==> config.mk <==
export PLATFORM = sky130hd
export DESIGN_NAME = hazard_ctrl_mc
export DESIGN_NICKNAME = d
export VERILOG_FILES = /design/src/rtl/hazard_ctrl_mc_pkg.sv /design/src/rtl/hazard_sat_counter.sv /design/src/rtl/hazard_ctrl_mc.sv
export SDC_FILE = /design/constraint.sdc
export NUM_CORES = 1
export LEC_CHECK = 0
export CAP_MARGIN = 15
export CORE_UTILIZATION = 48
export DETAILED_ROUTE_END_ITERATION = 8
export PLACE_DENSITY = 0.81
export RECOVER_POWER = 100
export SKIP_CTS_REPAIR_TIMING = 1
export SLEW_MARGIN = 40
export SYNTH_ARGS = -nofsm -noshare
export SYNTH_HDL_FRONTEND = slang
export SYNTH_SLANG_ARGS = --single-unit
export TNS_END_PERCENT = 50
==> constraint.sdc <==
create_clock -name clk_i -period 8.24 [get_ports clk_i]
set_input_delay 1.648 -clock clk_i [delete_from_list [all_inputs] [get_ports clk_i]]
set_output_delay 1.648 -clock clk_i [all_outputs]
set_load 0.05 [all_outputs]
==> src/rtl/hazard_ctrl_mc_pkg.sv <==
// Shared types and constants for the pipeline hazard controller.
// Contents: FSM state encoding, bypass select encodings, stage write-enable
// and bubble bundles with their all-on/all-off constants.
package hazard_ctrl_mc_pkg;

   typedef enum logic {
      ST_RUN   = 1'b0,
      ST_REDIR = 1'b1
   } state_e;

   // EX-stage operand source selects
   localparam logic [1:0] BYP_RF    = 2'b00;
   localparam logic [1:0] BYP_MEMWB = 2'b01;
   localparam logic [1:0] BYP_EXMEM = 2'b10;

   typedef struct packed {
      logic pc;
      logic ifid;
      logic idex;
      logic exmem;
      logic memwb;
   } wr_t;

   typedef struct packed {
      logic ifid;
      logic idex;
      logic exmem;
      logic memwb;
   } bub_t;

   localparam wr_t  WR_ALL   = 5'b11111;
   localparam wr_t  WR_NONE  = 5'b00000;
   localparam bub_t BUB_ALL  = 4'b1111;
   localparam bub_t BUB_NONE = 4'b0000;

endpackage

==> src/rtl/hazard_sat_counter.sv <==
// Saturating event counter with synchronous clear (clear beats increment).
// Latency: count visible the cycle after inc_i; no backpressure, sticks at all-ones.
// Ports: clk_i/rst_i (async active-high), inc_i, clr_i in; cnt_o out.
module hazard_sat_counter #(
   parameter int unsigned CNT_W = 32
) (
   input  logic             clk_i,
   input  logic             rst_i,
   input  logic             inc_i,
   input  logic             clr_i,
   output logic [CNT_W-1:0] cnt_o
);

   logic [CNT_W-1:0] cnt_q;

   always_ff @(posedge clk_i or posedge rst_i) begin
      if (rst_i) begin
         cnt_q <= '0;
      end else if (clr_i) begin
         cnt_q <= '0;
      end else if (inc_i && (cnt_q != {CNT_W{1'b1}})) begin
         cnt_q <= cnt_q + CNT_W'(1);
      end
   end

   assign cnt_o = cnt_q;

endmodule

==> src/rtl/hazard_ctrl_mc.sv <==
// Pipeline hazard controller: stage write enables/bubbles, EX bypass selects,
// PC redirect, and per-cause stall counters for a 5-stage RISC-V core.
// Latency: all controls combinational (zero-cycle stall response); FSM, target
// latch and counters update on clk_i. Backpressure: D-miss freezes the whole
// pipe; I-miss/hazards hold PC (and IF/ID for hazards) while later stages drain.
// Ports: hazard sources from ID/EX/MEM/WB, cache ready flags, branch/jump info
// in; write_*_o, bubble_*_o, bypass_*_o, pc_redirect_o/pc_target_o, cnt_*_o out.
module hazard_ctrl_mc
   import hazard_ctrl_mc_pkg::*;
#(
   parameter int unsigned REG_AW    = 5,
   parameter int unsigned PC_W      = 32,
   parameter int unsigned CNT_W     = 32,
   parameter bit          BYPASS_EN = 1'b1
) (
   input  logic              clk_i,
   input  logic              rst_i,
   input  logic [REG_AW-1:0] ifid_rs1_i,
   input  logic [REG_AW-1:0] ifid_rs2_i,
   input  logic              ifid_use_rs1_i,
   input  logic              ifid_use_rs2_i,
   input  logic [REG_AW-1:0] idex_rs1_i,
   input  logic [REG_AW-1:0] idex_rs2_i,
   input  logic [REG_AW-1:0] idex_rd_i,
   input  logic [REG_AW-1:0] exmem_rd_i,
   input  logic [REG_AW-1:0] memwb_rd_i,
   input  logic              idex_memread_i,
   input  logic              idex_regwrite_i,
   input  logic              exmem_regwrite_i,
   input  logic              memwb_regwrite_i,
   input  logic              jump_id_i,
   input  logic              pcsrc_mem_i,
   input  logic [PC_W-1:0]   branch_target_i,
   input  logic              icache_ready_i,
   input  logic              dmem_req_i,
   input  logic              dcache_ready_i,
   input  logic              cnt_clear_i,
   output logic              write_pc_o,
   output logic              write_ifid_o,
   output logic              write_idex_o,
   output logic              write_exmem_o,
   output logic              write_memwb_o,
   output logic              bubble_ifid_o,
   output logic              bubble_idex_o,
   output logic              bubble_exmem_o,
   output logic              bubble_memwb_o,
   output logic [1:0]        bypass_a_o,
   output logic [1:0]        bypass_b_o,
   output logic              pc_redirect_o,
   output logic [PC_W-1:0]   pc_target_o,
   output logic [CNT_W-1:0]  cnt_dmiss_o,
   output logic [CNT_W-1:0]  cnt_imiss_o,
   output logic [CNT_W-1:0]  cnt_hazard_o,
   output logic [CNT_W-1:0]  cnt_flush_o
);

   state_e            state_q, state_d;
   logic [PC_W-1:0]   target_q, target_d;

   wr_t               wr;
   bub_t              bub;
   logic              redirect;
   logic [PC_W-1:0]   target_c;
   logic              inc_dmiss, inc_imiss, inc_hazard, inc_flush;

   // ---------------------------------------------------------------
   // Hazard detection
   // ---------------------------------------------------------------
   logic id_reads_idex, id_reads_exmem;
   logic freeze, ld_use, raw, hazard;

   assign id_reads_idex  = (ifid_use_rs1_i && (idex_rd_i == ifid_rs1_i)) ||
                           (ifid_use_rs2_i && (idex_rd_i == ifid_rs2_i));
   assign id_reads_exmem = (ifid_use_rs1_i && (exmem_rd_i == ifid_rs1_i)) ||
                           (ifid_use_rs2_i && (exmem_rd_i == ifid_rs2_i));

   assign freeze = dmem_req_i && !dcache_ready_i;
   assign ld_use = idex_memread_i && (idex_rd_i != '0) && id_reads_idex;

   // Without forwarding, ID must wait until the producer reaches WB; the
   // regfile writes through, so MEM/WB producers never stall.
   assign raw = !BYPASS_EN &&
                ((idex_regwrite_i  && (idex_rd_i  != '0) && id_reads_idex) ||
                 (exmem_regwrite_i && (exmem_rd_i != '0) && id_reads_exmem));

   assign hazard = ld_use || raw;

   // ---------------------------------------------------------------
   // Stall / flush / redirect control
   // ---------------------------------------------------------------
   always_comb begin
      state_d    = state_q;
      target_d   = target_q;
      wr         = WR_ALL;
      bub        = BUB_NONE;
      redirect   = 1'b0;
      target_c   = target_q;
      inc_dmiss  = 1'b0;
      inc_imiss  = 1'b0;
      inc_hazard = 1'b0;
      inc_flush  = 1'b0;

      if (state_q == ST_REDIR) begin
         // Waiting for the fetch that was in flight when the branch resolved;
         // whatever it returns is stale and gets bubbled.
         wr.pc     = 1'b0;
         bub.ifid  = 1'b1;
         inc_imiss = 1'b1;
         if (icache_ready_i) begin
            wr.pc    = 1'b1;
            redirect = 1'b1;
            state_d  = ST_RUN;
         end
      end else if (freeze) begin
         wr        = WR_NONE;
         inc_dmiss = 1'b1;
      end else if (pcsrc_mem_i) begin
         bub.ifid  = 1'b1;
         bub.idex  = 1'b1;
         bub.exmem = 1'b1;
         inc_flush = 1'b1;
         if (icache_ready_i) begin
            redirect = 1'b1;
            target_c = branch_target_i;
         end else begin
            // PC cannot move until the outstanding fetch returns
            wr.pc    = 1'b0;
            target_d = branch_target_i;
            state_d  = ST_REDIR;
         end
      end else if (hazard) begin
         wr.pc      = 1'b0;
         wr.ifid    = 1'b0;
         bub.idex   = 1'b1;
         inc_hazard = 1'b1;
      end else if (!icache_ready_i) begin
         wr.pc     = 1'b0;
         bub.ifid  = 1'b1;
         inc_imiss = 1'b1;
      end else if (jump_id_i) begin
         bub.ifid = 1'b1;
      end

      if (rst_i) begin
         wr       = WR_NONE;
         bub      = BUB_ALL;
         redirect = 1'b0;
         target_c = '0;
      end
   end

   always_ff @(posedge clk_i or posedge rst_i) begin
      if (rst_i) begin
         state_q  <= ST_RUN;
         target_q <= '0;
      end else begin
         state_q  <= state_d;
         target_q <= target_d;
      end
   end

   // ---------------------------------------------------------------
   // EX-stage forwarding (EX/MEM is younger, so it wins)
   // ---------------------------------------------------------------
   logic fwd_exmem_ok, fwd_memwb_ok;

   assign fwd_exmem_ok = exmem_regwrite_i && (exmem_rd_i != '0);
   assign fwd_memwb_ok = memwb_regwrite_i && (memwb_rd_i != '0);

   always_comb begin
      bypass_a_o = BYP_RF;
      bypass_b_o = BYP_RF;
      if (BYPASS_EN && !rst_i) begin
         if (fwd_exmem_ok && (exmem_rd_i == idex_rs1_i)) begin
            bypass_a_o = BYP_EXMEM;
         end else if (fwd_memwb_ok && (memwb_rd_i == idex_rs1_i)) begin
            bypass_a_o = BYP_MEMWB;
         end
         if (fwd_exmem_ok && (exmem_rd_i == idex_rs2_i)) begin
            bypass_b_o = BYP_EXMEM;
         end else if (fwd_memwb_ok && (memwb_rd_i == idex_rs2_i)) begin
            bypass_b_o = BYP_MEMWB;
         end
      end
   end

   assign write_pc_o     = wr.pc;
   assign write_ifid_o   = wr.ifid;
   assign write_idex_o   = wr.idex;
   assign write_exmem_o  = wr.exmem;
   assign write_memwb_o  = wr.memwb;
   assign bubble_ifid_o  = bub.ifid;
   assign bubble_idex_o  = bub.idex;
   assign bubble_exmem_o = bub.exmem;
   assign bubble_memwb_o = bub.memwb;
   assign pc_redirect_o  = redirect;
   assign pc_target_o    = target_c;

   // ---------------------------------------------------------------
   // Per-cause stall counters
   // ---------------------------------------------------------------
   hazard_sat_counter #(.CNT_W(CNT_W)) u_cnt_dmiss (
      .clk_i(clk_i), .rst_i(rst_i), .inc_i(inc_dmiss),  .clr_i(cnt_clear_i), .cnt_o(cnt_dmiss_o)
   );
   hazard_sat_counter #(.CNT_W(CNT_W)) u_cnt_imiss (
      .clk_i(clk_i), .rst_i(rst_i), .inc_i(inc_imiss),  .clr_i(cnt_clear_i), .cnt_o(cnt_imiss_o)
   );
   hazard_sat_counter #(.CNT_W(CNT_W)) u_cnt_hazard (
      .clk_i(clk_i), .rst_i(rst_i), .inc_i(inc_hazard), .clr_i(cnt_clear_i), .cnt_o(cnt_hazard_o)
   );
   hazard_sat_counter #(.CNT_W(CNT_W)) u_cnt_flush (
      .clk_i(clk_i), .rst_i(rst_i), .inc_i(inc_flush),  .clr_i(cnt_clear_i), .cnt_o(cnt_flush_o)
   );

endmodule

==> impl.org, run 1 <==
** Yosys
- The share of the Yosys chip area taken by registers is 0.456.
- Of all flip-flops after synthesis, the portion carrying an async set or reset was 1.00.
- Summing every instance area after synthesis gives 0.00884 sq mm.
- Count of flip-flops with a built-in enable after synthesis :: 0
- Synth Area per Inst :: about 9.0 sq um
- Among all flip-flop cells after synthesis, the most frequent one is sky130_fd_sc_hd__dfrtp_1.
- After synthesis, the cell types taking the most area are sky130_fd_sc_hd__dfrtp_1 46%, sky130_fd_sc_hd__xnor2_1 6.4%, sky130_fd_sc_hd__xor2_1 6.2%, sky130_fd_sc_hd__nor2_1 5.5%, sky130_fd_sc_hd__nand2_1 5.0%.
- Summed over all instances, the cell type with the most area after synthesis is sky130_fd_sc_hd__dfrtp_1.
- The synthesized design contains roughly 160 register bits.
- For this run, the number of Yosys warnings is 0.
- Synthesized netlist cell count :: 980
- Number of library cell types mapped by synthesis :: 50
- Of the post-synthesis cell area, the dominant cell type holds 0.456.
- Counting every net in the synthesized netlist gives 1065.

** Critical path
- Startpoint type of the worst setup path :: input port
- Register-to-register path setup slack :: between 4 and 5 ns
- The worst register-to-register path ends at u_cnt_hazard.cnt_o[21].
- By startpoint and endpoint, the worst setup path is classified as in -> out.
- Top fanout value on the critical path :: 75
- The worst register-to-register path has a depth of 7.
- Source of the worst register-to-register timing path :: u_cnt_hazard.cnt_o[2]
- Endpoint arrival time on the critical path :: 5.48 ns
- STA classifies the critical path endpoint as an output port.
- STA puts the critical path data required time at 6.59 ns.

** Floorplanning
- Starting density of the core :: 0.491
- In this run the core area contains 49 standard-cell rows.
- In this run the vertical extent of the chip is about 140 um.
- During I/O placement, the number of pins put on the boundary was 255.
- Horizontal die dimension :: approximately 140 um
- The core region is 0.0180 sq mm.
- Floorplan die area :: 0.0190 sq mm

** Timing
- Setup repair after global routing left no endpoint under its margin.
- Transition time at the pin with the least slew margin :: 1.86 ns
- Of the available clock period, the critical path in the final layout requires 0.865.
- Worst-case clock skew :: 0.0112 ns
- Setup violations remaining at the end of the flow were counted as 0.
- Static timing analysis puts the maximum clock frequency at about 140 MHz.
- WHS :: 0.508 ns
- The number of hold violations in the final report was 0.
- Final TNS setup :: 0 ns
- Max transition margin :: -0.239
- The clock period could shrink to 7.13 ns.
- The number of pins with negative max-slew slack in the final report was 73.

** Hold path
- The path class of the tightest hold or removal check is reg -> reg.
- Endpoint, Worst Hold :: target_q[4]
- Hold Path Origin :: target_q[4]
- Counting instances, the worst hold path has a depth of 1.

** Route
- Remaining antenna violation count after routing :: 0
- After detailed routing, the number of vias per cell comes to ~5.6.
- The final route contains slightly above 8k vias.
- DRC :: 0
- For this run, the detailed router's first-pass iteration total came to 5.
- After detailed routing, the average wire length per cell comes to 17.1 um.
- Starting DRC count in detailed routing :: ~450
- After detailed routing, the total wire length is 24800 um.

** Finish
- Fraction of layout instances using a drive strength above 1 :: 0.0604
- Compared with the post-synthesis result, the final layout area differs by 37.9%.
- Once layout is complete, the utilization of the core stands at 0.677.
- Most frequent standard cell in the layout excluding fill and tap cells :: sky130_fd_sc_hd__dlygate4sd3_1
- After the last flow step, the layout net total stands at 1297.
- 0 antenna diodes ended up in the layout.
- Most frequent cells in the layout :: 177 x sky130_fd_sc_hd__dlygate4sd3_1, 161 x sky130_fd_sc_hd__dfrtp_1, 130 x sky130_fd_sc_hd__nor2_1

** GRT
- Summed over all layers, the global routing overflow is 0.
- The number of antenna violations at the first check in global routing came to 0.
- In the global route stage, overall resource usage came out at 0.260.
- The number of global-route vias before repair is 7608.
- First-pass GRT wire length :: 38600 um
- Maximum number of pins on one net before global-route repair :: approximately 90

** Clock network
- Clock-pin slew was measured on the worst setup and hold paths at 0.06 ns.
- CTS built an H-tree with a depth of 4.
- Cell at the root of the clock tree :: sky130_fd_sc_hd__clkbuf_16
- For the worst-skew pair, the clock arrives at the later sink with an insertion delay of 0.42 ns.
- Sink Count :: 161
- Number of buffers inserted during clock tree synthesis :: 17
- Buffer depth of the longest clock path :: 2
- Clock tree from TritonCTS :: done

** Placement
- Routability Congestion :: 0.816
- HPWL after detailed placement :: 17600 um
- Number of buffers inserted by port buffering :: 253

** Status
- The final reports fail on capacitance limit, slew limit.
- Run status :: complete, but fails checks

** Job
- Max Cap Viol :: 2

** Power and ir drop
- In this run the static leakage power is ~5.3 nW.
- Power spread over the standard cell area amounts to 169 mW/mm^2.
- Across the VDD grid, the largest voltage drop is 0.152 mV.
-- layer usage --
metal	wire length, um	share of wire	track usage
met5	0	0	0
met3	1740	0.070	0.0570
met2	12100	0.49	0.438
met4	378	0.015	0.0803
met1	10600	0.43	0.334
-- cell usage after synthesis, drive strengths merged (4+ instances only) --
library cell	count
a21oi	56
and2	15
and3	15
and4	13
buf	9
clkbuf	40
dfrtp	161
ha	4
inv	25
mux2	33
mux2i	5
nand2	118
nand3	38
nand4	53
nor2	130
nor3	27
nor4	25
nor4b	5
o21ai	20
o31ai	5
or3	18
or4	15
xnor2	65
xor2	63
-- cell type report --
class	instances	area, sq um
inverter	25	97.6
fill	1463	5830
clock buffer	20	447
clock inverter	12	206
timing repair buffer	262	2610
sequential	161	4030
tap	229	287
multi-input combinational	745	4520
-- power by group --
part	switching [mW]	total (mW)	leakage (nW)	internal (mW)
registers	0.0233	0.852	2.18	0.829
logic	0.211	0.339	2.81	0.128
clock network	0.327	0.875	0.303	0.548
total	0.561	2.07	5.29	1.50
-- sequential cells by signal (all words and copies together) (netlist names) --
| signal | flops |
|---|---|
| state_q | 1 |
| target_q | 32 |
| u_cnt_dmiss.cnt_o | 32 |
| u_cnt_flush.cnt_o | 32 |
| u_cnt_hazard.cnt_o | 32 |
| u_cnt_imiss.cnt_o | 32 |
-- cells by family (layout without fill, tap and decap cells) --
group	count (synthesis)	in the layout	share of synthesized area
simple gates	483	483	0.273
flops	161	161	0.456
xor+xnor	128	128	0.127
compound gates	92	92	0.0574
buf+inv	74	319	0.0334
mux	38	38	0.0481
fa+ha+maj	4	4	0.00566
-- worst max-delay path, stage by stage --
cell                            delay, ns
sky130_fd_sc_hd__dlygate4sd3_1       0.52
sky130_fd_sc_hd__clkbuf_1            1.33
sky130_fd_sc_hd__clkinvlp_4          0.47
sky130_fd_sc_hd__buf_12              0.34
sky130_fd_sc_hd__o31ai_1             0.14
sky130_fd_sc_hd__dlygate4sd3_1       0.97
-- worst max path at each step --
stage | cells after the start | startpoint | to
after floorplan | 4 | rst_i | bypass_a_o[0]
after global placement | 8 | dmem_req_i | pc_target_o[8]
after detailed placement | 8 | idex_rd_i[4] | bubble_idex_o
after CTS | 8 | idex_rd_i[4] | bubble_idex_o
after global routing | 6 | rst_i | bubble_idex_o
final | 6 | rst_i | bubble_idex_o
-- stage by stage --
step / std cells / total power, mW / setup WS (ns) / instance area [sq um]
after floorplan: 980 / 1.08 / 0.997 / 8850
after global placement: 1421 / 1.21 / 1.97 / 11500
after detailed placement: 1422 / 1.22 / 2.05 / 11600
after CTS: 1454 / 2.09 / 2.04 / 12200
after global routing: 1454 / 2.14 / 0.947 / 12200
final: 1454 / 2.07 / 1.11 / 12200
Note: power is estimated with default switching activity, not from simulation.
==> run 2, diff against run 1 <==
Settings changed: CORE_MARGIN set to 3.
==> run 2 against run 1 <==
  * The flow still finishes with violations (capacitance limit, slew limit)
  * Power is 5.8% lower
  * Combinational power hardly changed
  * Die area is 5.9% higher
  * Clock skew is 0.0013 ns lower
  * Critical path type unchanged
  * Critical endpoint unchanged
  * Largest cell class unchanged
  * Largest power group is now sequential cells
==> impl.org, run 2 (same netlist as run 1, synthesis figures left out) <==
** Route
- The number of nets with antenna violations after routing came to 0 (unchanged).
- Count of vias placed by the detailed router :: 8185 (+1.3%)
- Starting DRC count in detailed routing :: 484 (+7.1%)
- The detailed-route vias per instance is 5.63 (+1.3%).
- Wire length reported by the detailed router :: 25500 um (+2.5%)
- The first-pass iteration count of the detailed router came to 5 (unchanged).
- Routed wirelength normalized by instance count :: 17.5 um (+2.5%)
- DRC :: 0 (unchanged)

** Power and ir drop
- The cell-internal power is 1.38 mW (-8.6%).
- The total power density per cell area is 161 mW/mm^2 (-5.0%).
- The share of power burned in registers came to 0.438 (+0.026).
- Clock power frac :: 0.388 (-0.035)
- Sw frac :: 0.293 (+0.0212)
- The total leakage power is 5.25 nW (-0.77%).
- Maximum resistive drop on vdd :: 0.153 mV (+0.18%)
- The total net switching power was 0.570 mW (+1.5%).
- The part of the total power dissipated in combinational logic came to 0.174 (+0.010).

** Hold path
- Cells on Worst Hold Path :: 1 (unchanged)
- For hold timing, the worst endpoint is target_q[12].
- The min-delay analysis places its worst path in the category reg -> reg.
- The worst hold path begins at target_q[12].

** GRT
- Antenna violations before repair :: 0 (unchanged)
- The global-route wire length before repair was 40600 um (+5.1%).
- Maximum number of pins on one net before global-route repair :: 92 (+3.4%)
- Tot GR Track Use :: 0.249 (-0.0116)
- Via count of the first global-routing pass :: 7894 (+3.8%)
- Leftover overflow at the end of global routing :: 0 (unchanged)

** Clock network
- The later-pin clock latency in the skew report came to 0.43 ns (about the same).
- Clock tree from TritonCTS :: done
- Buffer depth of the longest clock path :: 2 (unchanged)
- The number of buffers created by CTS was 17 (unchanged).
- The clock-pin slew on the worst setup and hold paths was 0.07 ns (about the same).
- Sink Count :: 161 (unchanged)
- Count of H-tree levels built during CTS :: 4 (unchanged)
- Cell at the root of the clock tree :: sky130_fd_sc_hd__clkbuf_16

** Critical path
- Startpoint type of the worst setup path :: input port
- The worst setup path is of the in -> out kind.
- The worst register-to-register path ends at u_cnt_hazard.cnt_o[21].
- Worst reg2reg path depth :: 7 (unchanged)
- Worst Setup End Kind :: output port
- Endpoint arrival time on the critical path :: 4.79 ns (-0.69 ns)
- Source of the worst register-to-register timing path :: u_cnt_hazard.cnt_o[2]
- The peak fanout along the critical path was 5 (-93%).
- Register-to-register path setup slack :: 4.95 ns (about the same)
- Data required time of the critical path :: 6.59 ns (about the same)

** Finish
- The filler cell count is 1415 (-3.3%).
- Most frequent standard cell in the layout excluding fill and tap cells :: sky130_fd_sc_hd__dlygate4sd3_1
- The net total in the final layout came to 1297 (unchanged).
- The diode insertion count for antenna repair came to 0 (unchanged).
- The share of the core filled with cells in the final layout came to 0.671 (-0.00604).
- Most frequent cells in the layout :: 177 x sky130_fd_sc_hd__dlygate4sd3_1, 161 x sky130_fd_sc_hd__dfrtp_1, 130 x sky130_fd_sc_hd__nor2_1
- The post-route cell area was 0.0121 sq mm (-0.89%).
- Layout Area Growth over Synthesis :: 36.7%
- Fraction of layout instances using a drive strength above 1 :: 0.0637 (+0.00327)

** Floorplanning
- Floorplan die area :: 0.0201 sq mm (+5.9%)
- Core Box Area :: 0.0180 sq mm (unchanged)
- I/O Pins :: 255 (unchanged)
- Starting density of the core :: 0.491 (unchanged)
- The height of the die came to 142 um (+2.9%).
- Horizontal die dimension :: 142 um (+2.9%)
- The number of rows created at floorplan was 49 (unchanged).

** Timing
- Count of final max-slew check failures :: 105 (+44%)
- The transition time at the pin with the least slew margin was 3.74 ns (+1.88 ns).
- The final clock skew came to 0.00991 ns (-0.00128 ns).
- The smallest hold slack came to 0.508 ns (+0.000486 ns).
- Setup repair after global routing left no endpoint under its margin.
- Max transition margin :: -1.50 (-1.26)
- The number of failing setup endpoints in the final timing report is 0 (unchanged).
- Crit share post-route :: 0.781 (-0.0844)
- Max Fclk :: 155 MHz (+11%)
- The number of hold violations in the final report came to 0 (unchanged).
- Shortest period the worst path allows :: 6.43 ns (-0.695 ns)
- The setup TNS was 0 ns (unchanged).

** Placement
- The detailed-placement wirelength estimate came to 18200 um (+3.6%).
- Routability Congestion :: 0.841 (+3.1%)
- The count of input and output buffers is 253 (unchanged).
- The total placed instance area came to 0.0116 sq mm (unchanged).

** Status
- Run status :: complete, but fails checks
- Violated checks :: capacitance limit, slew limit

** Job
- The count of max-cap constraint violations came to 2 (unchanged).
## run 2: changes by cell type in the layout (fill, tap and decap cells not counted), moves of 2 or more
cell | previous run | this run
sky130_fd_sc_hd__bufinv_16 | 5 | 1
sky130_fd_sc_hd__clkinv_2 | 0 | 2
sky130_fd_sc_hd__clkinv_4 | 2 | 4
sky130_fd_sc_hd__clkinvlp_4 | 5 | 3
sky130_fd_sc_hd__inv_6 | 1 | 4
## run 2: how the worst max path moves through the flow
stage / from / end / slack (ns)
after global routing: rst_i / u_cnt_imiss.cnt_o[5] / 1.14
after detailed placement: idex_rd_i[0] / bubble_idex_o / 1.97
after floorplan: rst_i / bypass_a_o[0] / 1.0
after global placement: idex_rd_i[0] / bubble_idex_o / 1.97
after CTS: idex_rd_i[0] / bubble_idex_o / 1.96
final: idex_rd_i[0] / bubble_idex_o / 1.81
## run 2: metal layers
layer / wire length, um / vias to the layer above / global-route usage
met5: 0 / - / 0
met4: 537 / 0 / 0.0808
met3: 1960 / 41 / 0.0583
met2: 12600 / 324 / 0.417
met1: 10300 / 3940 / 0.319
li1: - / 3880 / -
## run 2: stage by stage
step                      instances  setup slack (ns)  power [mW]
after floorplan                 980             0.997        1.08
after global placement         1421              1.97        1.21
after detailed placement       1422              1.97        1.22
after CTS                      1454              1.96        1.98
after global routing           1454              1.14        2.02
final                          1454              1.81        1.95
## run 2: critical path, stage by stage
cell	delay, ns
sky130_fd_sc_hd__dlygate4sd3_1	0.60
sky130_fd_sc_hd__xor2_1	0.20
sky130_fd_sc_hd__nor4_1	0.31
sky130_fd_sc_hd__a32oi_1	0.30
sky130_fd_sc_hd__nor2_1	0.46
sky130_fd_sc_hd__nor2_1	0.08
sky130_fd_sc_hd__o31ai_1	0.26
sky130_fd_sc_hd__dlygate4sd3_1	0.92
## run 2: power groups by stage
stage / clock (mW) / combinational (mW) / sequential, mW
4_1_cts: 0.774 / 0.354 / 0.851
3_3_place_gp: 0 / 0.346 / 0.862
3_5_place_dp: 0 / 0.352 / 0.865
6_report: 0.755 / 0.338 / 0.852
2_1_floorplan: 0 / 0.213 / 0.869
5_1_grt: 0.802 / 0.362 / 0.855
## run 2: layout make-up
cell class	count	area (sq um)	area share
multi-input cells	745	4520	0.374
flip-flops and latches	161	4030	0.333
inverters	25	95.1	0.00787
well taps	229	287	0.0237
repair buffers	262	2590	0.214
clock buffers	18	429	0.0355
clock inverters	14	133	0.0110
